## config.mk

```make
export PLATFORM = sky130hd
export DESIGN_NAME = tlm_get_arbiter
export DESIGN_NICKNAME = d
export VERILOG_FILES = /design/src/rtl/tlm_get_arbiter.sv
export SDC_FILE = /design/constraint.sdc
export NUM_CORES = 1
export LEC_CHECK = 0
export CAP_MARGIN = 20
export CORE_MARGIN = 4
export CORE_UTILIZATION = 47
export DETAILED_ROUTE_END_ITERATION = 10
export GPL_TIMING_DRIVEN = 1
export PLACE_DENSITY = 0.81
export SKIP_LAST_GASP = 1
export SLEW_MARGIN = 30
export SYNTH_ARGS = -nofsm -noshare
export SYNTH_HDL_FRONTEND = slang
export SYNTH_SLANG_ARGS = --single-unit
```

## constraint.sdc

```tcl
create_clock -name i_clk -period 3.94 [get_ports i_clk]
set_input_delay 1.182 -clock i_clk [delete_from_list [all_inputs] [get_ports i_clk]]
set_output_delay 1.182 -clock i_clk [all_outputs]
set_load 0.005 [all_outputs]
```

## src/rtl/tlm_get_arbiter.sv

```systemverilog
// ---------------------------------------------------------------------------
// tlm_get_arbiter
//
// Purpose:
//   Shares one get-style item provider (i_src_valid = can_get,
//   o_src_pop = get) among NUM_REQ requesters. Each requester issues a
//   blocking get or a nonblocking try_get. Winners are chosen round-robin and
//   a blocking get may give up after MAX_WAIT cycles without data. Only one
//   get is in flight at a time.
//
// Ports:
//   i_clk        rising-edge clock
//   i_rst_n      asynchronous active-low reset
//   i_req        per-requester request level, held until done or abort
//   i_nb         per-requester 1 = try_get, 0 = blocking get (sampled at grant)
//   o_done       one-cycle completion pulse for the served requester
//   o_ok         qualifies o_done: 1 = item delivered, 0 = try fail / timeout
//   o_rdata      last delivered item, held until the next delivery
//   i_src_valid  provider holds an item
//   i_src_data   provider item
//   o_src_pop    consume the provider item this cycle (combinational)
//   o_busy       arbiter is serving a get
// ---------------------------------------------------------------------------
module tlm_get_arbiter #(
    parameter int NUM_REQ  = 4,
    parameter int DATA_W   = 32,
    parameter int MAX_WAIT = 15
) (
    input  logic               i_clk,
    input  logic               i_rst_n,
    input  logic [NUM_REQ-1:0] i_req,
    input  logic [NUM_REQ-1:0] i_nb,
    output logic [NUM_REQ-1:0] o_done,
    output logic [NUM_REQ-1:0] o_ok,
    output logic [DATA_W-1:0]  o_rdata,
    input  logic               i_src_valid,
    input  logic [DATA_W-1:0]  i_src_data,
    output logic               o_src_pop,
    output logic               o_busy
);

    localparam int IDX_W = $clog2(NUM_REQ);
    // A zero MAX_WAIT still needs a one-bit counter so the design elaborates.
    localparam int CNT_W = (MAX_WAIT > 0) ? $clog2(MAX_WAIT + 1) : 1;
    localparam logic [CNT_W-1:0] CNT_LAST = CNT_W'((MAX_WAIT > 0) ? MAX_WAIT - 1 : 0);
    localparam logic [IDX_W-1:0] IDX_LAST = IDX_W'(NUM_REQ - 1);

    typedef enum logic [1:0] {
        S_IDLE,
        S_GRANT,
        S_RESP
    } state_t;

    state_t             r_state;
    logic [IDX_W-1:0]   r_ptr;
    logic [IDX_W-1:0]   r_idx;
    logic               r_nb;
    logic [CNT_W-1:0]   r_cnt;
    logic [NUM_REQ-1:0] r_done;
    logic [NUM_REQ-1:0] r_ok;
    logic [DATA_W-1:0]  r_rdata;

    logic               w_found;
    logic [IDX_W-1:0]   w_winner;
    logic [IDX_W-1:0]   w_cand;
    logic               w_timeout;

    // Round-robin search: first active request starting at r_ptr, wrapping.
    always_comb begin
        w_found  = 1'b0;
        w_winner = '0;
        w_cand   = '0;
        for (int k = 0; k < NUM_REQ; k++) begin
            w_cand = IDX_W'((int'(r_ptr) + k) % NUM_REQ);
            if (!w_found && i_req[w_cand]) begin
                w_found  = 1'b1;
                w_winner = w_cand;
            end
        end
    end

    // Last allowed waiting cycle of a blocking get; never true when MAX_WAIT = 0.
    assign w_timeout = (MAX_WAIT != 0) && (r_cnt == CNT_LAST);

    // Pop only while the granted requester still wants the item, so an abort
    // in the same cycle leaves the provider untouched.
    assign o_src_pop = (r_state == S_GRANT) && i_src_valid && i_req[r_idx];
    assign o_busy    = (r_state != S_IDLE);
    assign o_done    = r_done;
    assign o_ok      = r_ok;
    assign o_rdata   = r_rdata;

    always_ff @(posedge i_clk or negedge i_rst_n) begin
        if (!i_rst_n) begin
            r_state <= S_IDLE;
            r_ptr   <= '0;
            r_idx   <= '0;
            r_nb    <= 1'b0;
            r_cnt   <= '0;
            r_done  <= '0;
            r_ok    <= '0;
            r_rdata <= '0;
        end else begin
            // done/ok are single-cycle pulses, raised only on the way into RESP.
            r_done <= '0;
            r_ok   <= '0;
            case (r_state)
                S_IDLE: begin
                    if (w_found) begin
                        r_idx   <= w_winner;
                        r_nb    <= i_nb[w_winner];
                        r_cnt   <= '0;
                        r_state <= S_GRANT;
                    end
                end
                S_GRANT: begin
                    if (!i_req[r_idx]) begin
                        r_state <= S_IDLE;
                    end else if (i_src_valid) begin
                        r_rdata       <= i_src_data;
                        r_done[r_idx] <= 1'b1;
                        r_ok[r_idx]   <= 1'b1;
                        r_state       <= S_RESP;
                    end else if (r_nb || w_timeout) begin
                        r_done[r_idx] <= 1'b1;
                        r_state       <= S_RESP;
                    end else if (MAX_WAIT != 0) begin
                        r_cnt <= r_cnt + 1'b1;
                    end
                end
                S_RESP: begin
                    // Failures advance the pointer too, so nobody hogs the provider.
                    r_ptr   <= (r_idx == IDX_LAST) ? '0 : r_idx + 1'b1;
                    r_state <= S_IDLE;
                end
                default: begin
                    r_state <= S_IDLE;
                end
            endcase
        end
    end

endmodule
```

== Word-level counts from Yosys, hierarchy flattened ==
Index checks and enable logic that the tools add are counted.

* Word-level logic and storage cells: 86
* Bits of input ports: 43
* Register bits after elaboration: 51
* Output and inout port bits: 42

* Eq/ne operators: 9
* Order comparisons: 7
* $add $sub $neg: 5
* Multiplexer cells: 40
* Reduce and logical (&&, ||, !) cells: 17

{| class="wikitable"
|+ Operators by type and width
! cell !! count
|-
| $mux W4 || 11
|-
| $lt A2 B3 Y1 const B || 6
|-
| $mux W2 || 9
|-
| $bmux W1 S2 || 6
|-
| $mux W1 || 11
|-
| $pmux W4 S2 || 1
|-
| $logic_and A1 B1 Y1 || 6
|-
| $ne A2 B2 Y1 const B || 3
|-
| $reduce_and A5 Y1 || 1
|-
| $add A2 B1 Y2 const B || 2
|-
| $add A2 B2 Y2 const B || 2
|-
| $add A4 B1 Y4 const B || 1
|-
| $eq A2 B2 Y1 const B || 2
|-
| $eq A4 B4 Y1 const B || 1
|-
| $ne A4 B3 Y1 const B || 1
|-
| $pmux W2 S2 || 1
|-
| $reduce_and A2 Y1 || 2
|-
| $reduce_bool A2 Y1 || 2
|-
| $logic_not A1 Y1 || 3
|-
| $reduce_and A3 Y1 || 1
|-
| $demux W1 S2 || 1
|-
| $eq A2 B1 Y1 const B || 1
|-
| $ge A2 B1 Y1 const B || 1
|-
| $logic_not A2 Y1 || 1
|-
| other kinds (2) || 2
|}

== Logic depth before layout (Yosys ltp) ==
Gate-level depths: netlist of run 1.

* Depth after elaboration: 14
* Gate-level depth with buffers: 6
* Depth with buffers taken out: 6

== Least setup slack after synthesis of run 1 ==
No wires, ideal clock.

* Path kind: input to output
* Start point: input i_req[3]
* End point: output o_src_pop
* Data required time: 2.758 ns
* Arrival time: 2.221 ns
* Stages: 5
* Buffers on the path: 2
* Path slack: 0.537 ns
* Cells stage by stage: mux4_2 > nor3b_4 > and2_4 > buf_6 > buf_12

* Longest elaborated chain between the ends: 3

{| class="wikitable"
|+ Ends and longest elaborated chain
! what !! RTL line !! source
|-
| start: declaration || 31 || <nowiki>input logic [NUM_REQ-1:0] i_req,</nowiki>
|-
| $bmux W1 S2 || 87 || <nowiki>assign o_src_pop = (r_state == S_GRANT) && i_src_valid && i_req[r_idx];</nowiki>
|-
| $mux W1 (not written as such) || 87 ||
|-
| $logic_and A1 B1 Y1 || 87 ||
|-
| end: declaration || 38 || <nowiki>output logic o_src_pop,</nowiki>
|}

Every way passes these cells. The select of a mux whose other input is x is not followed.

== Worst setup path in the final report of run 1 ==
* Start point: input i_req[1]
* End point: output o_src_pop

Same word-level chain as after synthesis.

==> metrics.yaml, run 1 <==
hpwl_um: 3882
drc: 0
clock_latency_ps: 300
max_freq_ghz: 0.2594
yosysSeqAreaShare_pct: 55.77
synth_area_leaders: "dfrtp_1, mux2_4, ha_1, buf_12, mux2_2"
powerDensity_nw_per_um2: 712.7
antenna_found_initial: 0
critical_path.top_delay_family: "buffers and inverters"
vias: 1560
swShare_pct: 27.65
cts_tree: "yes"
yosys.area_share.simple_pct: 7.983
finalMaxSlewViolations: 0
synthDominantCellAreaShare_pct: 55.77
min_path_cells: 1
critical_path.cell_chain: "clkdlybuf4s50_1 > mux4_2 > nor3b_4 > and2_4 > dlygate4sd2_1"
synth_edf_count: 0
ys_types: 32
multiInputGateArea_um2: 914.6
drt-pass1-iter-count: 4
yosysWarnings: 0
ant_nets: 0
synth_fp_nets: 202
max_slew_margin_pct: 54.81
clkTransAtPathRegs_ps: 80
worst_hold_slack_ps: 514.1
syn-cell-area_um2: 2288
max_stage_delay_ps: 470
htree_num_levels: 2
wl_per_cell_um: 16.19
track_usage_pct: 18.03
hold_class: "reg2reg"
final_cell_area_um2: 3321
irDropWorstVdd_mv: 0.3191
tightest_slew_ps: 677.8
syn_to_final_growth_pct: 45.11
gp_congestion: 0.8642
r2r-end: "o_rdata[1]"
critPathRequiredTime_ps: 2760
dr_wl_met2_um: 2502
clkPwrFrac_pct: 17.8
grt_pass1_vias: 1610
drive_above_1_share_pct: 24.29
pwr-share-comb_pct: 44.7
seqCellArea_um2: 1276
place_inst: 306
postSynthCellCount: 153
path_buf_inv: 2
ys_top_cells_by_count: "dfrtp_1, mux2_4, nand2_1"
start_util_pct: 48.45
synth_area_leader_cell: "dfrtp_1"
overflow: 0
std_cell_rows: 25
synth.avg_cell_area_um2: 14.96
r2r_slack_ps: 1740
hold_viol_final: 0
route.met3.wl_um: 396
intPower_w: 0.001712
synth_top_family_by_area: "multiplexers"
fp.coreArea_um2: 4723
min_period_ps: 3855
layoutNonFillerInstCount: 314
arrival_ps: 2670
status: "finished clean"
wirelength_um: 5085
tns_ps: 0
setup_viol: 0
seqPwrFrac_pct: 37.5
die-area_um2: 6050
p_sw_w: 0.0006544
skew_ps: 8.403
synth_compound_area_share_pct: 5.358
die_w_um: 77.78
num_io_pins: 85
clkSinkCount: 51
n_antenna_cell: 0
grt_pass1_wl_um: 8431
period_share_pct: 97.85
r2r-start: "r_idx[0]"
synth-xor-area-share_pct: 0
ys_ff_latch: 51
worst-path-max-fanout: 2
cts_buffers: 5
min_from: "o_rdata[21]"
yosysMostFrequentCell: "dfrtp_1"
async_flop_share_pct: 100.0
n_fill_cell: 333
synthMuxAreaShare_pct: 23.35
synth_fa_ha_area_share_pct: 3.280
cap_violations: 0
via_per_inst: 4.968
drtIter0Drc: 41
grt_max_degree: 33
io_buffers: 84
crit_type: "in2out"
cts_buffer_depth: 2
cp_slowest_cell: "mux4_2"
placed_area_um2: 3186
yosys_most_used_dff: "dfrtp_1"
p_leak_nw: 1.479
start_kind: "primary input"
dr.max_layer_used: "met4"
met1_length_um: 2109
die-height_um: 77.78
reg2reg_depth: 5
nets: 295
min_to: "o_rdata[21]"
cts-root-buf: "clkbuf_8"
rsz0062_at_grt: "false"
end_kind: "primary output"
[worst register-to-register path: stages (launching register included)]
cell	delay (ps)
dfrtp_1	470
mux4_2	370
nor3b_4	190
and2_4	170
buf_4	470
mux2_2	420
[stage by stage]
step | utilization, % | worst slack, ps | total power (W)
floorplan | - | 536.9 | 0.001440
global placement | 67.44 | -84.56 | 0.001923
detailed placement | 67.44 | -99.84 | 0.001959
CTS | 70.30 | 88.27 | 0.002392
global route | 70.30 | 32.40 | 0.002517
finish | 70.30 | 84.88 | 0.002367
[flip-flops by register name, summed over array words and instances, names as in the netlist]
signal and count:
r_cnt 4, r_idx 2, r_nb 1, o_ok 4, o_rdata 32, r_state 2
o_done 4, r_ptr 2
[worst max-delay path by stage]
stage / slack [ps] / cells after the start / start / endpoint
after floorplan: 540 / 5 / i_req[3] / o_src_pop
after global placement: -80 / 5 / i_req[3] / o_src_pop
after detailed placement: -100 / 5 / i_req[3] / o_src_pop
after CTS: 90 / 5 / i_req[1] / o_src_pop
after global routing: 30 / 5 / i_req[0] / o_src_pop
final: 80 / 5 / i_req[1] / o_src_pop
[per-layer routing]
| metal | up-vias | GRT usage, % |
|---|---|---|
| li1 | 732 | - |
| met1 | 759 | 21.66 |
| met2 | 60 | 30.65 |
| met3 | 9 | 5.800 |
| met4 | 0 | 5.516 |
| met5 | - | 0 |
[power by group through the flow]
stage | Combinational [W] | Clock [W] | Sequential, W
floorplan | 0.000550 | 0 | 0.000890
global placement | 0.00105 | 0 | 0.000877
detailed placement | 0.00106 | 0 | 0.000897
CTS | 0.00107 | 0.000432 | 0.000889
global route | 0.00114 | 0.000452 | 0.000921
finish | 0.00106 | 0.000422 | 0.000887
[repair_timing]
| item | 4_1_cts | 5_1_grt |
|---|---|---|
| endpoints found under the setup margin | 1 | 0 |
| buffers inserted | 0 | 0 |
| resized for setup | 1 | 0 |
| hold buffers | 0 | 0 |
[area by class of cell]
class | count | share of cell area, %
flip-flops and latches | 51 | 38.43
multi-input cells | 91 | 27.54
repair buffers | 91 | 26.71
well taps | 67 | 2.524
clock buffers | 5 | 2.072
clock inverters | 3 | 2.035
inverters | 6 | 0.6782
[placed cells by master, fill, tap and decap left out]
master / n
nor4_1: 1
nand2_1: 7
bufinv_16: 2
o221ai_1: 2
buf_4: 7
o21ai_0: 6
nor2b_1: 1
o31ai_1: 1
o41ai_1: 1
a311oi_1: 1
and2_4: 1
or3b_2: 1
clkdlybuf4s50_1: 82
dlygate4sd2_1: 1
inv_1: 6
or3_1: 1
nor3b_4: 1
clkinvlp_4: 1
and3_2: 4
mux2_2: 5
o311ai_0: 1
nor2_1: 1
dfrtp_1: 51
mux4_2: 1
mux2i_1: 2
and2_1: 4
o2bb2a_1: 1
a2bb2oi_1: 1
a21boi_0: 1
mux2_4: 29
ha_1: 6
or2_2: 2
nand3_1: 6
clkbuf_8: 5
a21oi_1: 3
buf_2: 1
[logic make-up (layout without fill, tap and decap cells)]
kind of cell | Yosys count | count (layout)
simple gates | 30 | 30
buf+inv | 11 | 105
mux | 37 | 37
compound gates | 18 | 18
flops | 51 | 51
fa+ha+maj | 6 | 6
Note: power is estimated with default switching activity, not from simulation.
==> run 2: changes to the inputs <==
--- a/constraint.sdc
+++ b/constraint.sdc
@@ -3,2 +3,2 @@
 set_output_delay 1.182 -clock i_clk [all_outputs]
-set_load 0.005 [all_outputs]
+set_load 0.01 [all_outputs]
==> run 2 against run 1 <==
Critical path depth unchanged. Global-route usage decreased by 0.62 points. Flip-flop and latch count stayed put. Die area unchanged. Cell count unchanged. Non-clock buffer count unchanged. Wire length down 4.2%. Register-to-register slack better by 50 ps. Via count rose by 0.19%. Count of clock-buffer cells in the layout up 1. First-iteration DRC count up 41%. Critical endpoint unchanged. Largest power group unchanged. Highest routed layer unchanged.
==> metrics.yaml, run 2 (synthesized netlist as in run 1, its figures left out) <==
status: "finished clean"
skew_ps: 4.463
end_kind: "primary output"
cts-root-buf: "clkbuf_8"
max_freq_ghz: 0.2594
largest_reg_flops: 32
clkSinkCount: 51
antenna_found_initial: 0
die-height_um: 77.78
tns_ps: 0
reg2reg_depth: 5
wirelength_um: 4871
track_usage_pct: 17.41
die-area_um2: 6050
worst-path-max-fanout: 2
critical_path.top_delay_family: "buffers and inverters"
max_slew_margin_pct: 53.85
cts_buffer_depth: 2
critPathRequiredTime_ps: 2760
tightest_slew_ps: 692.3
cap_violations: 0
finalMaxSlewViolations: 0
irDropWorstVdd_mv: 0.3245
rsz0062_at_grt: "false"
intPower_w: 0.001667
via_per_inst: 4.978
cp_slowest_cell: "mux4_2"
p_sw_w: 0.0007123
drc: 0
drt-pass1-iter-count: 4
overflow: 0
drive_above_1_share_pct: 24.29
fp.coreArea_um2: 4723
pwr-share-comb_pct: 47.4
io_buffers: 84
grt_max_degree: 34
swShare_pct: 29.93
ant_nets: 0
min_period_ps: 3855
start_kind: "primary input"
min_path_cells: 1
hpwl_um: 3753
setup_viol: 0
htree_num_levels: 2
path_buf_inv: 2
crit_type: "in2out"
clkPwrFrac_pct: 15.6
arrival_ps: 2670
n_antenna_cell: 0
cts_buffers: 5
grt_pass1_vias: 1578
hold_class: "reg2reg"
cts_hold_buf: 0
critical_path.cell_chain: "clkdlybuf4s50_1 > mux4_2 > nor3b_4 > and2_4 > dlygate4sd2_1"
start_util_pct: 48.45
final_common_cell: "clkdlybuf4s50_1"
cp.depth: 5
std_cell_rows: 25
gp_congestion: 0.8412
grt_pass1_wl_um: 8204
max_stage_delay_ps: 470
hold_viol_final: 0
die_w_um: 77.78
seqPwrFrac_pct: 37.0
worst_hold_slack_ps: 514.4
period_share_pct: 97.84
cts_tree: "yes"
num_io_pins: 85
vias: 1563
powerDensity_nw_per_um2: 720.7
clock_latency_ps: 300
clkTransAtPathRegs_ps: 90
wl_per_cell_um: 15.51
drtIter0Drc: 58
p_leak_nw: 1.475
syn_to_final_growth_pct: 44.29
nets: 295
layout_common_cells: "clkdlybuf4s50_1, dfrtp_1, mux2_4"
run 2: layout make-up:
cell class                 count  area [µm²]
fill                         323        1421
multi-input combinational     91       914.6
clock buffer                   6       82.58
tap                           67       83.83
inverter                       6       22.52
sequential                    51        1276
timing repair buffer          91       887.1
clock inverter                 2       35.03
run 2: timing repair:
item                       in CTS  in global routing
gates resized for setup         1                  0
setup endpoints to repair       1                  0
buffers inserted                0                  0
run 2: metrics by stage:
stage                     setup WS (ps)  power (W)  utilization [%]  cells  instance area (µm²)
after floorplan                   534.9   0.001514                -    153                 2288
after global placement           -114.0   0.001999            67.44    306                 3186
after detailed placement         -120.0   0.002030            67.44    306                 3186
after CTS                         80.78   0.002409            69.91    314                 3302
after global routing              12.46   0.002527            69.91    314                 3302
final                             84.95   0.002380            69.91    314                 3302
run 2: final timing paths:
path	start	endpoint	slack [ps]
min reg2reg	o_rdata[5]	o_rdata[5]	510
max	i_req[3]	o_src_pop	80
min in group asynchronous	i_rst_n	o_rdata[12]	910
max reg2reg	r_idx[0]	o_rdata[1]	1790
min	o_rdata[5]	o_rdata[5]	510
max in group asynchronous	i_rst_n	o_rdata[28]	2310
run 2: power by group through the flow:
stage	Sequential (W)	Clock [W]	Combinational, W
after floorplan	0.000961	0	0.000553
final	0.000880	0.000371	0.00113
after global routing	0.000911	0.000401	0.00122
after detailed placement	0.000891	0	0.00114
after global placement	0.000877	0	0.00112
after CTS	0.000881	0.000383	0.00114
run 2: worst reg2reg max path, cell delays in order (launching register included):
cell     delay, ps
dfrtp_1        460
mux4_2         370
nor3b_4        180
and2_4         160
buf_4          460
mux2_2         410
run 2: per-layer routing:
| metal | GRT usage [%] | share of wire (%) | routed length [µm] |
|---|---|---|---|
| met2 | 28.94 | 50 | 2430 |
| met3 | 4.524 | 7.2 | 349 |
| met4 | 5.872 | 1.2 | 58 |
| met5 | 0 | 0 | 0 |
| met1 | 22.00 | 42 | 2033 |
